### src/rtl/demux_pkg.sv
// demux_pkg: channel count and select types shared by the registered demux
package demux_pkg;
    localparam int NUM_CH = 4;
    localparam int SEL_W  = 2;
    typedef logic [SEL_W-1:0] ch_idx_t;
endpackage

### src/rtl/demux_slot.sv
// demux_slot: one channel holding register with valid bit and delivery counter
module demux_slot #(
    parameter int W  = 8,
    parameter int CW = 8
) (
    input  logic          clk,
    input  logic          rst_n,
    input  logic          load,
    input  logic [W-1:0]  load_data,
    input  logic          out_ready,
    output logic          free,
    output logic          out_valid,
    output logic [W-1:0]  out_data,
    output logic [CW-1:0] out_count
);
    assign free = !out_valid || out_ready;
    // load wins over drain so a full slot can swap words with no bubble
    always_ff @(posedge clk) begin
        if (!rst_n) begin
            out_valid <= 1'b0;
            out_data  <= '0;
            out_count <= '0;
        end else begin
            if (load) begin
                out_valid <= 1'b1;
                out_data  <= load_data;
            end else if (out_ready) begin
                out_valid <= 1'b0;
            end
            if (out_valid && out_ready) out_count <= out_count + 1'b1;
        end
    end
endmodule

### src/rtl/demux1to4_reg.sv
// demux1to4_reg: registered 1-to-4 demux with per-channel valid/ready and broadcast
module demux1to4_reg
    import demux_pkg::*;
#(
    parameter int W  = 8,
    parameter int CW = 8
) (
    input  logic                 clk,
    input  logic                 rst_n,
    input  logic                 in_valid,
    output logic                 in_ready,
    input  logic [W-1:0]         in_data,
    input  logic [1:0]           in_sel,
    input  logic                 in_bcast,
    output logic [NUM_CH-1:0]    out_valid,
    input  logic [NUM_CH-1:0]    out_ready,
    output logic [NUM_CH*W-1:0]  out_data,
    output logic [NUM_CH*CW-1:0] out_count
);
    logic [NUM_CH-1:0] free;
    logic              accept;
    // in_ready depends combinationally on out_ready through free
    assign in_ready = rst_n && (in_bcast ? &free : free[in_sel]);
    assign accept   = in_valid && in_ready;
    for (genvar i = 0; i < NUM_CH; i++) begin : g_slot
        logic load;
        assign load = accept && (in_bcast || in_sel == ch_idx_t'(i));
        demux_slot #(.W(W), .CW(CW)) u_slot (
            .clk       (clk),
            .rst_n     (rst_n),
            .load      (load),
            .load_data (in_data),
            .out_ready (out_ready[i]),
            .free      (free[i]),
            .out_valid (out_valid[i]),
            .out_data  (out_data[i*W +: W]),
            .out_count (out_count[i*CW +: CW])
        );
    end
endmodule

### config.mk
export PLATFORM = sky130hd
export DESIGN_NAME = demux1to4_reg
export DESIGN_NICKNAME = d
export VERILOG_FILES = /design/src/rtl/demux_pkg.sv /design/src/rtl/demux_slot.sv /design/src/rtl/demux1to4_reg.sv
export SDC_FILE = /design/constraint.sdc
export NUM_CORES = 1
export LEC_CHECK = 0
export BUFFER_PORTS_ARGS = -buffer_cell sky130_fd_sc_hd__buf_4
export CORE_MARGIN = 1
export CORE_UTILIZATION = 50
export DETAILED_ROUTE_END_ITERATION = 10
export HOLD_SLACK_MARGIN = 0.06
export PLACE_DENSITY_LB_ADDON = 0.3
export REMOVE_ABC_BUFFERS = 1
export SETUP_SLACK_MARGIN = 0.2
export SLEW_MARGIN = 20
export SYNTH_ARGS = -nofsm -noshare
export SYNTH_HDL_FRONTEND = slang
export SYNTH_SLANG_ARGS = --single-unit
### constraint.sdc
create_clock -name clk -period 2 [get_ports clk]
set_clock_uncertainty 0.15 [all_clocks]
set_input_delay 0.1 -clock clk [delete_from_list [all_inputs] [get_ports clk]]
set_output_delay 0.1 -clock clk [all_outputs]
set_load 0.02 [all_outputs]
==> impl_summary.txt <==
----------------------------------------------------
[Finish]
  Fill cell total of the finished layout ... 447
  Area of the multi-input gates ... 1420 sq um
  Diode insertion count for antenna repair ... 0
  Sequential standard cell area ... 1360 sq um
  Layout overhead on the synthesized area ... 39.2%
  Post-layout util ... 72.6%
  Fraction of final layout cells sized beyond drive strength 1 ... 29.6%
  Final Net Count ... 433

[Yosys]
  Register area share after synthesis ... 47.1%
  Most common library cells after synthesis ... sky130_fd_sc_hd__dfxtp_1 (68), sky130_fd_sc_hd__nand2_1 (59), sky130_fd_sc_hd__mux2i_1 (32)
  Biggest area contributors in the synthesized netlist ... sky130_fd_sc_hd__dfxtp_1 (47%), sky130_fd_sc_hd__mux2i_1 (11%), sky130_fd_sc_hd__nand2_1 (7.7%)
  Post-synth EDFFs ... 0
  Area leader, netlist ... sky130_fd_sc_hd__dfxtp_1
  Post-synthesis register bit count ... 68
  Share of the synthesized area in the top cell type ... 47.1%
  Post-synth design cell area ... 2890 sq um
  Post-synthesis async set-or-reset flop share ... 0%
  Synthesized area per cell ... 9.64 sq um
  Main flop type after synthesis ... sky130_fd_sc_hd__dfxtp_1
  Distinct cells, synth ... 29
  Number of warnings reported in the yosys synthesis log ... 0
  Leading cell type by number of instances after synthesis ... sky130_fd_sc_hd__dfxtp_1
  Post-synthesis instance total ... 300

[Critical path]
  Worst r2r dst ... g_slot[1].u_slot.out_data[6]$_SDFFE_PN0P_
  Worst-path maximum fanout ... 5
  Data arrival, critical path ... 1.51 ns
  Slowest stage delay, CP ... 0.44 ns
  Termination of the worst setup path ... in_ready
  Type of element capturing the critical path ... output pin
  Type of the worst setup path ... reg2out
  Bufs and invs on worst path ... 2
  Setup slack on the worst flop-to-flop path ... 0.29 ns
  Worst path depth ... 4
  Beginning of the critical path ... g_slot[3].u_slot.out_valid$_SDFFE_PN0P_
  Setup crit start kind ... register
  Cell depth of the worst flop-to-flop path ... 7
  Reg-to-reg startpoint ... g_slot[1].u_slot.out_valid$_SDFFE_PN0P_
  Top delay family on crit path ... compound AO/OA/AOI/OAI gates
  Required @ worst endpoint ... 1.75 ns
  Worst path slowest cell ... sky130_fd_sc_hd__o311ai_4
  Crit-path cells ... inv_1 > o311ai_4 > nor2_1 > buf_4

[CTS]
  TritonCTS clock tree ... yes
  Max Root-Sink Buffers ... 2
  Root Buffer Master ... sky130_fd_sc_hd__clkbuf_8
  Max H-tree Level ... 3
  Post-CTS clock slew at the launch and capture registers of the worst setup and hold paths ... 0.08 ns
  Number of sinks handled by clock tree synthesis ... 68
  Clock insertion delay at the later pin of the skew report ... 0.34 ns
  Total CTS buffers ... 9

[Detailed routing]
  DRC marker count from the first detailed-route iteration ... 103
  Mean routed wirelength per cell ... 13.3 microns
  DRC violation count after routing ... 0
  Total iterations of the first detailed-routing run ... 6
  Via count ... 2486
  Per-cell via count in the routed design ... 5.09
  Number of nets with antenna violations after routing ... 0
  Detailed-route wire length ... 6.51 mm

[Die]
  Rows ... 27
  Initial Utilization ... 52.2%
  Core area ... 5540 sq um
  Die width ... 78.0 microns
  Total Die Area ... 6090 sq um
  IO Count ... 87
  Y dimension of the die ... 78.0 microns

[STA]
  Final Setup Violations ... 0
  Achievable clock frequency ... 567 MHz
  Headroom to the max-slew limit ... 54.1%
  Transition at the pin with the smallest max-transition slack ... 0.689 ns
  Fin. max-slew vios ... 0
  Post-route minimum period ... 1.76 ns
  Minimum setup slack in the final design ... 0.237 ns
  Share of the clock period used by the worst path after layout ... 88.1%
  Fin. Hold Viols ... 0
  Setup repair after global routing missed its margin ... false

[Global routing]
  Via count of the first global-routing pass ... 2391
  Number of antenna violations at the first check in global routing ... 0
  Global-route usage over all layers ... 22.0%
  Pin count of the biggest net entering global routing ... 77
  Wire length of the first global-routing pass ... 10.5 mm
  Sum of overflow across all layers after global routing ... 0

[Placed design]
  Port-buffer cells ... 86
  Placement-stage worst setup slack ... -0.0218 ns
  Final HPWL from detailed placement ... 4.16 mm
  Weighted congestion at the end of routability-driven global placement ... 0.769

[Min path]
  Type of the tightest min-delay check ... in2reg

[Job]
  Number of max-capacitance violations reported ... 0

[Pwr]
  Final Total Pwr ... 2.84 mW
  Leakage ... 1.67 nW
  Worst vdd rail ir drop ... 0.489 mV
  Power density cells ... 705 nW/um^2

[Status]
  Outcome ... complete, no violations

----------------------------------------------------
==> cells by family (layout without fill, tap and decap cells) <==
| family | count (synthesis) | in the layout | share of synthesized area, % |
|---|---|---|---|
| AO/OA/AOI/OAI | 27 | 27 | 6.84 |
| XOR/XNOR | 22 | 22 | 6.66 |
| adder cells (fa/ha/maj) | 4 | 4 | 1.73 |
| buffers and inverters | 21 | 137 | 5.11 |
| flip-flops | 68 | 68 | 47.1 |
| multiplexers | 32 | 32 | 11.1 |
| AND/OR/NAND/NOR | 126 | 126 | 21.5 |
==> stage by stage <==
stage,setup TNS (ns),cells,hold WS (ns),area (sq um)
after floorplan,-6.03,284,0.0678,2760
after global placement,0,447,0.271,3550
after detailed placement,-0.152,447,0.278,3550
after CTS,0,484,0.0643,3980
after global routing,0,488,0.0783,4020
final,0,488,0.0699,4020
==> area by class of cell <==
type | count | area share, %
Timing Repair Buffer | 116 | 23.3
Inverter | 5 | 0.466
Clock buffer | 10 | 3.17
Sequential cell | 68 | 33.9
Multi-Input combinational cell | 211 | 35.3
Clock inverter | 6 | 1.62
Tap cell | 72 | 2.24
==> metal layers <==
metal,GRT usage (%),wire [microns],up-vias
li1,-,-,1232
met2,36.6,3040,68
met1,26.0,3000,1173
met4,11.1,134,0
met3,5.93,341,13
met5,0,0,-
==> layout by cell type (no fill, tap or decap), drive strengths merged, types with 5 or more instances in the layout <==
master,count
clkbuf,10
inv,5
buf,99
nand2,59
mux2i,32
and2,22
a21boi,10
nand4,8
or3,6
xnor2,22
dfxtp,68
o21ai,10
dlygate4sd3,17
nor2b,6
nand3,10
nor2,6
==> sequential cells by signal (all words and copies together), names as in the netlist <==
signal and cells:
g_slot.u_slot.out_data 32, g_slot.u_slot.out_count 32, g_slot.u_slot.out_valid 4
==> where the power goes <==
part / leakage [nW] / internal (mW) / total, mW / switching [mW]
Combinational: 1.02 / 0.157 / 0.326 / 0.169
Clock: 0.0962 / 0.576 / 1.10 / 0.524
Sequential: 0.551 / 1.39 / 1.41 / 0.0234
==> what timing repair did <==
item	in CTS	in global routing
pin swaps	4	2
hold endpoints to repair	41	0
buffers inserted	4	4
hold buffers	17	0
cloned	0	0
setup endpoints to repair	27	16
gates resized for setup	4	2
==> worst min-delay path, cell delays in order <==
cell and delay [ns]:
sky130_fd_sc_hd__buf_4 0.13, sky130_fd_sc_hd__nand3_1 0.09, sky130_fd_sc_hd__xnor2_1 0.06, sky130_fd_sc_hd__and2_1 0.14
==> worst min-delay path by stage <==
stage / from / endpoint / slack, ns / cells after the start
3_5_place_dp: out_ready[1] / g_slot[1].u_slot.out_count[1]$_SDFFE_PN0P_ / 0.28 / 3
2_1_floorplan: rst_n / g_slot[0].u_slot.out_valid$_SDFFE_PN0P_ / 0.07 / 1
5_1_grt: out_ready[2] / g_slot[2].u_slot.out_count[2]$_SDFFE_PN0P_ / 0.08 / 4
6_report: out_ready[2] / g_slot[2].u_slot.out_count[2]$_SDFFE_PN0P_ / 0.07 / 4
3_3_place_gp: out_ready[2] / g_slot[2].u_slot.out_count[1]$_SDFFE_PN0P_ / 0.27 / 3
4_1_cts: out_ready[2] / g_slot[2].u_slot.out_count[2]$_SDFFE_PN0P_ / 0.06 / 4
No activity file was read; power rests on OpenSTA's default activity.
